File: src/rtl/fp2int_bfloat16.sv
// bfloat16 -> signed integer of runtime width b, round-to-nearest-even with saturation, 3-stage valid/ready pipeline.
// Optional FP2INT_SAT_CNT_EN adds a saturating count of clipped results (sat_count, sat_count_clr).
module fp2int_bfloat16 #(
  parameter int unsigned MAX_BITWIDTH_QUANTIZED_DATA = 16,
  parameter int unsigned BITS_EXPONENT               = 8,
  parameter int unsigned BITS_MANTISSA               = 7,
  parameter int unsigned BITS_FLOAT                  = 1 + BITS_EXPONENT + BITS_MANTISSA
) (
  input  logic                                           clk,
  input  logic                                           rstn,
  input  logic                                           in_valid,
  output logic                                           in_ready,
  input  logic [$clog2(MAX_BITWIDTH_QUANTIZED_DATA):0]   bitwidth_d,
  input  logic [BITS_FLOAT-1:0]                          fp_d,
  output logic                                           out_valid,
  input  logic                                           out_ready,
  output logic [MAX_BITWIDTH_QUANTIZED_DATA-1:0]         quantized_d,
  output logic                                           sat_flag,
  output logic                                           nan_flag
`ifdef FP2INT_SAT_CNT_EN
  ,
  input  logic                                           sat_count_clr,
  output logic [15:0]                                    sat_count
`endif
);

  localparam int unsigned MAX  = MAX_BITWIDTH_QUANTIZED_DATA;
  localparam int unsigned BW   = $clog2(MAX) + 1;
  localparam int unsigned EW   = BITS_EXPONENT + 2;
  localparam int unsigned SW   = BITS_MANTISSA + 1;
  localparam int unsigned FW   = MAX + SW;
  localparam int unsigned BIAS = (1 << (BITS_EXPONENT - 1)) - 1;

  localparam logic [1:0] CLS_NORM = 2'd0;
  localparam logic [1:0] CLS_ZERO = 2'd1;
  localparam logic [1:0] CLS_NAN  = 2'd2;
  localparam logic [1:0] CLS_SAT  = 2'd3;

  logic stall, adv;
  assign stall    = out_valid & ~out_ready;
  assign adv      = ~stall;
  assign in_ready = ~stall;

  // Stage 1: unpack, classify, clamp width
  logic [BITS_EXPONENT-1:0] exp_in;
  logic [BITS_MANTISSA-1:0] mant_in;
  logic [BW-1:0]            b_in;
  logic [1:0]               cls_in;
  logic signed [EW-1:0]     e_in;

  always_comb begin
    exp_in  = fp_d[BITS_FLOAT-2 -: BITS_EXPONENT];
    mant_in = fp_d[BITS_MANTISSA-1:0];
    b_in    = bitwidth_d;
    cls_in  = CLS_NORM;
    e_in    = $signed(EW'(exp_in)) - $signed(EW'(BIAS));
    if (bitwidth_d < BW'(2))        b_in = BW'(2);
    else if (bitwidth_d > BW'(MAX)) b_in = BW'(MAX);
    if (exp_in == '0)               cls_in = CLS_ZERO;
    else if (exp_in == '1)          cls_in = (mant_in != '0) ? CLS_NAN : CLS_SAT;
  end

  logic                 s1_valid, s1_sign;
  logic [1:0]           s1_cls;
  logic [SW-1:0]        s1_sig;
  logic signed [EW-1:0] s1_e;
  logic [BW-1:0]        s1_b;

  always_ff @(posedge clk or negedge rstn) begin
    if (!rstn) begin
      s1_valid <= 1'b0;
      s1_sign  <= 1'b0;
      s1_cls   <= CLS_ZERO;
      s1_sig   <= '0;
      s1_e     <= '0;
      s1_b     <= BW'(2);
    end else if (adv) begin
      s1_valid <= in_valid;
      s1_sign  <= fp_d[BITS_FLOAT-1];
      s1_cls   <= cls_in;
      s1_sig   <= {1'b1, mant_in};
      s1_e     <= e_in;
      s1_b     <= b_in;
    end
  end

  // Stage 2: align; value * 2^SW = sig << (e+1), so the low SW bits hold guard and sticky
  logic [EW-1:0]  sh;
  logic [FW-1:0]  full;
  logic [MAX-1:0] mag_al;
  logic           guard_al, sticky_al;
  logic [1:0]     cls_al;

  always_comb begin
    sh        = s1_e + EW'(1);
    full      = FW'(s1_sig) << sh;
    mag_al    = full[FW-1:SW];
    guard_al  = full[SW-1];
    sticky_al = |full[SW-2:0];
    cls_al    = s1_cls;
    if (sh[EW-1]) begin
      mag_al    = '0;
      guard_al  = 1'b0;
      sticky_al = 1'b1;
    end
    if (s1_cls == CLS_NORM && $signed(s1_e) >= $signed(EW'(s1_b))) cls_al = CLS_SAT;
  end

  logic           s2_valid, s2_sign, s2_guard, s2_sticky;
  logic [1:0]     s2_cls;
  logic [MAX-1:0] s2_mag;
  logic [BW-1:0]  s2_b;

  always_ff @(posedge clk or negedge rstn) begin
    if (!rstn) begin
      s2_valid  <= 1'b0;
      s2_sign   <= 1'b0;
      s2_guard  <= 1'b0;
      s2_sticky <= 1'b0;
      s2_cls    <= CLS_ZERO;
      s2_mag    <= '0;
      s2_b      <= BW'(2);
    end else if (adv) begin
      s2_valid  <= s1_valid;
      s2_sign   <= s1_sign;
      s2_guard  <= guard_al;
      s2_sticky <= sticky_al;
      s2_cls    <= cls_al;
      s2_mag    <= mag_al;
      s2_b      <= s1_b;
    end
  end

  // Stage 3: round, saturate, sign, mask
  logic           inc;
  logic [MAX:0]   rnd;
  logic [MAX-1:0] half, limit, val, twos, mask, q_nxt;
  logic           clip, sat_nxt, nan_nxt;

  always_comb begin
    inc     = s2_guard & (s2_sticky | s2_mag[0]);
    rnd     = (MAX+1)'(s2_mag) + (MAX+1)'(inc);
    half    = MAX'(1) << (s2_b - BW'(1));
    limit   = s2_sign ? half : half - MAX'(1);
    mask    = {MAX{1'b1}} >> (BW'(MAX) - s2_b);
    clip    = 1'b0;
    val     = '0;
    nan_nxt = 1'b0;
    case (s2_cls)
      CLS_NORM: begin
        clip = rnd > (MAX+1)'(limit);
        val  = clip ? limit : rnd[MAX-1:0];
      end
      CLS_SAT: begin
        clip = 1'b1;
        val  = limit;
      end
      CLS_NAN:  nan_nxt = 1'b1;
      default:  val = '0;
    endcase
    twos    = s2_sign ? (~val + MAX'(1)) : val;
    q_nxt   = twos & mask;
    sat_nxt = clip & s2_valid;
    nan_nxt = nan_nxt & s2_valid;
  end

  always_ff @(posedge clk or negedge rstn) begin
    if (!rstn) begin
      out_valid   <= 1'b0;
      quantized_d <= '0;
      sat_flag    <= 1'b0;
      nan_flag    <= 1'b0;
    end else if (adv) begin
      out_valid   <= s2_valid;
      quantized_d <= q_nxt;
      sat_flag    <= sat_nxt;
      nan_flag    <= nan_nxt;
    end
  end

`ifdef FP2INT_SAT_CNT_EN
  // Clipped-result counter; clear beats increment, sticks at all-ones
  always_ff @(posedge clk or negedge rstn) begin
    if (!rstn)                                                   sat_count <= '0;
    else if (sat_count_clr)                                      sat_count <= '0;
    else if (out_valid & out_ready & sat_flag & ~(&sat_count))   sat_count <= sat_count + 16'd1;
  end
`endif

endmodule

File: config.mk
export PLATFORM = sky130hd
export DESIGN_NAME = fp2int_bfloat16
export DESIGN_NICKNAME = d
export VERILOG_FILES = /design/src/rtl/fp2int_bfloat16.sv
export SDC_FILE = /design/constraint.sdc
export NUM_CORES = 1
export LEC_CHECK = 0
export ABC_AREA = 1
export BUFFER_PORTS_ARGS = -buffer_cell sky130_fd_sc_hd__clkbuf_2
export CORE_MARGIN = 3
export CORE_UTILIZATION = 25
export CTS_BUF_LIST = sky130_fd_sc_hd__clkbuf_4
export DETAILED_ROUTE_END_ITERATION = 7
export GPL_ROUTABILITY_DRIVEN = 0
export REMOVE_ABC_BUFFERS = 1
export SLEW_MARGIN = 15
export SYNTH_ARGS = -nofsm -noshare
export SYNTH_HDL_FRONTEND = slang
export SYNTH_SLANG_ARGS = --single-unit
File: constraint.sdc
create_clock -name clk -period 4.7 [get_ports clk]
set_clock_uncertainty 0.1 [all_clocks]
set_input_delay 0.705 -clock clk [delete_from_list [all_inputs] [get_ports clk]]
set_output_delay 0.705 -clock clk [all_outputs]
set_load 0.02 [all_outputs]
# Word-level counts from Yosys, hierarchy flattened
# Index checks and enable logic that the tools add are counted.
# Widths: inputs -> output; s select.
# word_totals
regBits	73
inputBits	25
output_inout_bits	20
# op_classes
add_sub_neg	7
order_cmp	4
eq_ne	3
n_shift	3
n_mux	15
bitwise	9
n_reduce_logical	6
# ops
op	count
$mux 16	4
$pmux 16 s2	1
$shl 8x10->24	1
$add 16x1->17	1
$gt 17x16->1	1
$add 16x1->16 const B	1
$and 16x16->16	1
$not 16->16	1
$shl 1x5->16 const A	1
$shr 16x5->16 const A	1
$sub 16x1->16 const B	1
$add 10x2->10 const B	1
$ge 10x6->1	1
$mux 5	2
$sub 8x7->9 const B	1
$eq 8x8->1 const B	1
$logic_not 8->1	1
$reduce_bool 7->1	1
$reduce_or 7->1	1
$mux 2	3
$gt 5x5->1 const B	1
$lt 5x2->1 const B	1
$sub 5x1->5 const B	1
$sub 5x5->5 const A	1
8 further kinds	17

# Longest topological paths before layout
# logic_depth
word_depth	11
ltp_mapped	38
ltp_nobuf	36

# Least setup slack after synthesis
# No wires, ideal clock.
# synth_path
path_type	register to register
startpoint	register s2_b[1]
endpoint	register quantized_d[12]
arrival_ns	4.353
t_required_ns	4.483
path_slack_ns	0.130
stages_incl_launch_ff	35
path_buffers	2
synth_period_minus_slack_ns	4.570
cell_sequence	dfstp_2 -> inv_1 -> ha_1 -> inv_1 -> ha_1 -> buf_4 -> nand2_1 -> inv_1 -> o211ai_1 -> nand3_1 -> nor2_1 -> nand3_2 -> nor2_2 -> xor2_1 -> inv_1 -> ha_1 -> inv_1 -> nor2_1 -> a21boi_0 -> nor2_1 -> nand2_2 -> nand3_2 -> nand2_4 -> buf_6 -> nand2_1 -> nand2_2 -> nand2_2 -> ha_1 -> nand3_2 -> nand2_2 -> nand3_4 -> nor2_4 -> nand3_1 -> nand3_1 -> nand2_1
# synth_via
elab_chain_cells	11
elab_cells_between_ends	13
# synth_rtl
item	line	source
start, declared	112	logic [BW-1:0] s2_b;
start signal, assigned	122	s2_b <= BW'(2);
start signal, assigned	130	s2_b <= s1_b;
$sub 5x1->5	143	half = MAX'(1) << (s2_b - BW'(1));
$shl 1x5->16	143	
$sub 16x1->16	144	limit = s2_sign ? half : half - MAX'(1);
$mux 16	144	
$gt 17x16->1	151	clip = rnd > (MAX+1)'(limit);
$mux 16	152	val = clip ? limit : rnd[MAX-1:0];
$pmux 16 s2	149	case (s2_cls)
$not 16->16	161	twos = s2_sign ? (~val + MAX'(1)) : val;
$add 16x1->16	161	
$mux 16	161	
$and 16x16->16 (*)	162	q_nxt = twos & mask;
end signal, assigned	175	quantized_d <= q_nxt;
end, declared	17	output logic [MAX_BITWIDTH_QUANTIZED_DATA-1:0] quantized_d,
# Mark *: on every way between the ends. The rest lies on a longest branch, timed or not.
# A chain may end at the register's enable or synchronous reset.

# Worst setup path in the final report
# layout_path
startpoint	register s2_b[1]
endpoint	register quantized_d[7]
# Same word-level chain as after synthesis.

==> results.env <==
REPORT.FINAL.SLEW_VIOL_COUNT=0
FP.DIEW_UM=164
YOSYS_REGISTER_BITS=72
INTERNAL_W=0.00223
PATH_DELAY_FAMILY='simple AND/OR/NAND/NOR gates'
ANTENNA_LEFT=0
TOP_LEVEL_PORTS=45
POWER_SWITCHING_SHARE=0.546
CTS.SINKS=72
WORST_PATH_MOST_REPEATED_CELL='sky130_fd_sc_hd__nand2_2'
DRV_CAP=0
SEQ_AREA_FRAC_SYNTH=0.288
LAYOUT_COMMONEST_CELL='sky130_fd_sc_hd__nand2_1'
COMBINED_AREA_OF_ALL_SYNTHESIZED_CELLS_UM2=6260
SYNTH_CELLS=931
POWER_PER_CELL_AREA_nW_PER_UM2=648
DR_TOTAL_VIAS=6158
LEAKAGE_COMPONENT_OF_THE_POWER_nW=3.85
YOSYS_WARNINGS=0
CRITICAL_PATH.REG2REG.STARTPOINT='s2_b[1]'
FINAL_CELL_MIX='sky130_fd_sc_hd__nand2_1 (263), sky130_fd_sc_hd__inv_1 (107), sky130_fd_sc_hd__dfrtp_1 (68)'
GRT_ANTENNA_BEFORE_REPAIR=1
CRITICAL_PATH_PEAK_FANOUT=7
CTS_INSERTED_BUFFERS=9
HOLDCRITPATHCLASS='input pin to async pin'
CRIT_TYPE='flop to flop'
SEQ_POWER_SHARE=0.187
CLOCK_LATENCY_NS=0.46
NUM-NETS-FINAL=1069
WIRE_LENGTH_OF_THE_FIRST_GLOBAL_ROUTING_PASS_MM=28.4
CPPEAKSTAGEDELAY_NS=0.57
CTS.HTREE.LEVELS=3
CLOCKPOWERSHARE=0.084
GRT_OVERFLOW_TOTAL=0
FIRST_ITER_VIOLATIONS=324
INITIAL_UTILIZATION=0.256
TOTAL_POWER_W=0.00492
CLKTRANSATPATHREGS_NS=0.13
WORSTPATHBUFFERINVERTERCOUNT=6
OUTCOME='finished clean'
LARGEST_VDD_SUPPLY_DROP_mV=0.332
CTSLONGESTPATHBUFFERS=2
CELL_COUNT_POST_PLACEMENT=1300
CRIT_ARRIVAL_NS=4.84
CP-END-KIND='flop'
TIMING.CRITICAL_PATH.FROM='s2_b[1]'
AREA.GROWTH.SYNTH_TO_FINAL_PCT=21.2
DRCVIOLATIONCOUNT=0
DRT-VIAS-PER-INSTANCE=4.61
DIEHEIGHT_UM=164
PORTBUFFERS=44
GRT_MAX_DEGREE=56
CTS.HOLD.BUFFERS_ADDED=0
SLEW-LIMIT-HEADROOM=0.402
GRT_SETUP_UNREPAIRED='true'
ROUTED_WIRE_LENGTH_PER_INSTANCE_UM=13.2
FLOORPLAN.CORE_AREA_UM2=24500
FIN_WORST_HOLD_SLACK_NS=0.0160
FMAXACHIEVABLE_GHz=0.218
POST_SYNTH_NUM_CELL_TYPES=48
STDCELL_COUNT=1335
TRACK_USAGE=0.131
PLACEMENTROWS=57
DR.PASS1.ITERS=7
CP_DATA_REQUIRED_TIME_NS=4.96
FIN_CRIT_SH=0.974
TIGHTEST_SLEW_NS=0.891
FIN_CRIT_NS=4.58
TIMING_HOLD_VIOLATIONS_FINAL=0
FINAL_LAYOUT_SIZE_SUFFIX_GT1_FRAC=0.245
COMBINATIONALPOWERSHARE=0.729
WL_MM=17.6
TOTAL_NET_SWITCHING_POWER_W=0.00269
DETAILEDPLACEMENTHPWL_MM=13.6
CTSROOTBUFFERMASTER='sky130_fd_sc_hd__clkbuf_4'
CP-START-KIND='flop'
TRITONCTS='built'
DIE-AREA_UM2=27000
SYN_AREA_PER_CELL_UM2=6.73
FINALSETUPVIOLATIONS=0
SETUP_TOTAL_NEGATIVE_SLACK_NS=0
VIAS_IN_THE_FIRST_GLOBAL_ROUTE=5797
SLOWEST_STAGE_CELL_ON_THE_CRITICAL_PATH='sky130_fd_sc_hd__dfstp_2'
-- worst paths after layout --
path                                   to  slack (ns)  cells after the start
setup / recovery           quantized_d[7]        0.12                     26
hold / removal             quantized_d[4]        0.02                      1
setup reg to reg           quantized_d[7]        0.12                     26
hold reg to reg                  s1_valid        0.39                      2
max in group asynchronous      s2_mag[13]        3.50                      2
min in group clk                  s1_sign        0.34                      3
-- power groups by stage --
stage / Sequential, W / Clock (W) / Combinational [W]
global placement: 0.000929 / 0 / 0.00290
detailed placement: 0.000934 / 0 / 0.00292
global route: 0.000945 / 0.000452 / 0.00399
finish: 0.000921 / 0.000414 / 0.00358
floorplan: 0.000977 / 0 / 0.00206
CTS: 0.000922 / 0.000429 / 0.00297
-- layer usage --
| layer | track usage | share of wire | vias up |
|---|---|---|---|
| met5 | 0 | 0 | - |
| met4 | 0.0519 | 0.022 | 0 |
| met3 | 0.0177 | 0.033 | 28 |
| met2 | 0.215 | 0.47 | 138 |
| met1 | 0.175 | 0.47 | 2824 |
| li1 | - | - | 3168 |
-- final cells by class --
cell class | count | area [um2]
Timing Repair Buffer | 85 | 553
Clock buffer | 9 | 67.6
Inverter | 120 | 453
Multi-Input combinational cell | 717 | 4240
Fill cell | 2663 | 16900
Clock inverter | 7 | 70.1
Tap cell | 324 | 405
Sequential cell | 72 | 1810
Antenna cell | 1 | 2.50
-- repair_timing --
| action | CTS | global route |
|---|---|---|
| setup buffers | 0 | 17 |
| endpoints found under the setup margin | 13 | 15 |
| gates cloned | 0 | 1 |
| resized for setup | 6 | 99 |
| pin swaps | 1 | 44 |
-- sequential cells by signal, summed over array words and instances (netlist names) --
| register | count |
|---|---|
| sat_flag | 1 |
| s1_e | 9 |
| s2_cls | 2 |
| s1_valid | 1 |
| s1_sig | 8 |
| s1_cls | 2 |
| s1_b | 5 |
| s2_mag | 16 |
| s2_b | 5 |
| s2_valid | 1 |
| s2_sign | 1 |
| s2_sticky | 1 |
| quantized_d | 16 |
| out_valid | 1 |
| s2_guard | 1 |
| nan_flag | 1 |
| s1_sign | 1 |
-- worst register-to-register path: stages (launching register included) --
cell                       delay (ns)
sky130_fd_sc_hd__dfstp_2         0.57
sky130_fd_sc_hd__inv_4           0.05
sky130_fd_sc_hd__ha_4            0.15
sky130_fd_sc_hd__inv_2           0.06
sky130_fd_sc_hd__ha_4            0.23
sky130_fd_sc_hd__buf_6           0.14
sky130_fd_sc_hd__nor2_2          0.14
sky130_fd_sc_hd__nand2_1         0.10
sky130_fd_sc_hd__ha_2            0.27
sky130_fd_sc_hd__or2_2           0.27
sky130_fd_sc_hd__o21ai_1         0.16
sky130_fd_sc_hd__inv_1           0.10
sky130_fd_sc_hd__ha_1            0.28
sky130_fd_sc_hd__nand2_1         0.07
sky130_fd_sc_hd__nor4_2          0.34
sky130_fd_sc_hd__nand3_2         0.16
sky130_fd_sc_hd__a21boi_4        0.27
sky130_fd_sc_hd__nand2_2         0.10
sky130_fd_sc_hd__nand2_2         0.08
sky130_fd_sc_hd__nand2_2         0.08
sky130_fd_sc_hd__buf_6           0.16
sky130_fd_sc_hd__nand3_4         0.11
sky130_fd_sc_hd__inv_2           0.05
sky130_fd_sc_hd__nand3_2         0.08
sky130_fd_sc_hd__nand2_4         0.09
sky130_fd_sc_hd__xnor2_4         0.19
sky130_fd_sc_hd__o21ai_1         0.09
-- cells in the mapped netlist (all sizes together) --
cell type	n	area share
a21boi	3	0.0054
a21oi	19	0.018
a22o	1	0.0014
a31oi	8	0.0080
a41o	1	0.0016
and3	1	0.0010
buf	11	0.014
clkbuf	12	0.0072
clkinv	5	0.0030
dfrtp	68	0.27
dfstp	4	0.017
ha	39	0.078
inv	115	0.069
mux2i	1	0.0016
nand2	320	0.20
nand3	81	0.074
nand3b	2	0.0024
nand4	14	0.014
nor2	92	0.070
nor3	10	0.0096
nor4	6	0.0060
o211ai	7	0.012
o21a	3	0.0036
o21ai	61	0.049
o221ai	9	0.013
o22ai	7	0.0070
o31ai	2	0.0024
or2	5	0.0050
xnor2	8	0.011
xor2	16	0.022
-- metrics by stage --
step                      setup WS [ns]  utilization  instance area [um2]
after floorplan                  -0.420            -                 6130
after global placement          -0.0525        0.284                 6950
after detailed placement        -0.0998        0.284                 6950
after CTS                       0.00194        0.290                 7100
after global routing             -0.131        0.310                 7590
final                             0.120        0.310                 7590
-- logic make-up after synthesis --
| logic type | after synthesis | share of synthesized area |
|---|---|---|
| and+or+nand+nor | 531 | 0.385 |
| buffers and inverters | 143 | 0.0933 |
| AOI/OAI and AO/OA | 121 | 0.120 |
| DFF | 72 | 0.288 |
| adders and majority gates | 39 | 0.0779 |
| xor gates and xnor gates | 24 | 0.0336 |
| muxes | 1 | 0.00160 |
No activity file was read; power rests on OpenSTA's default activity.
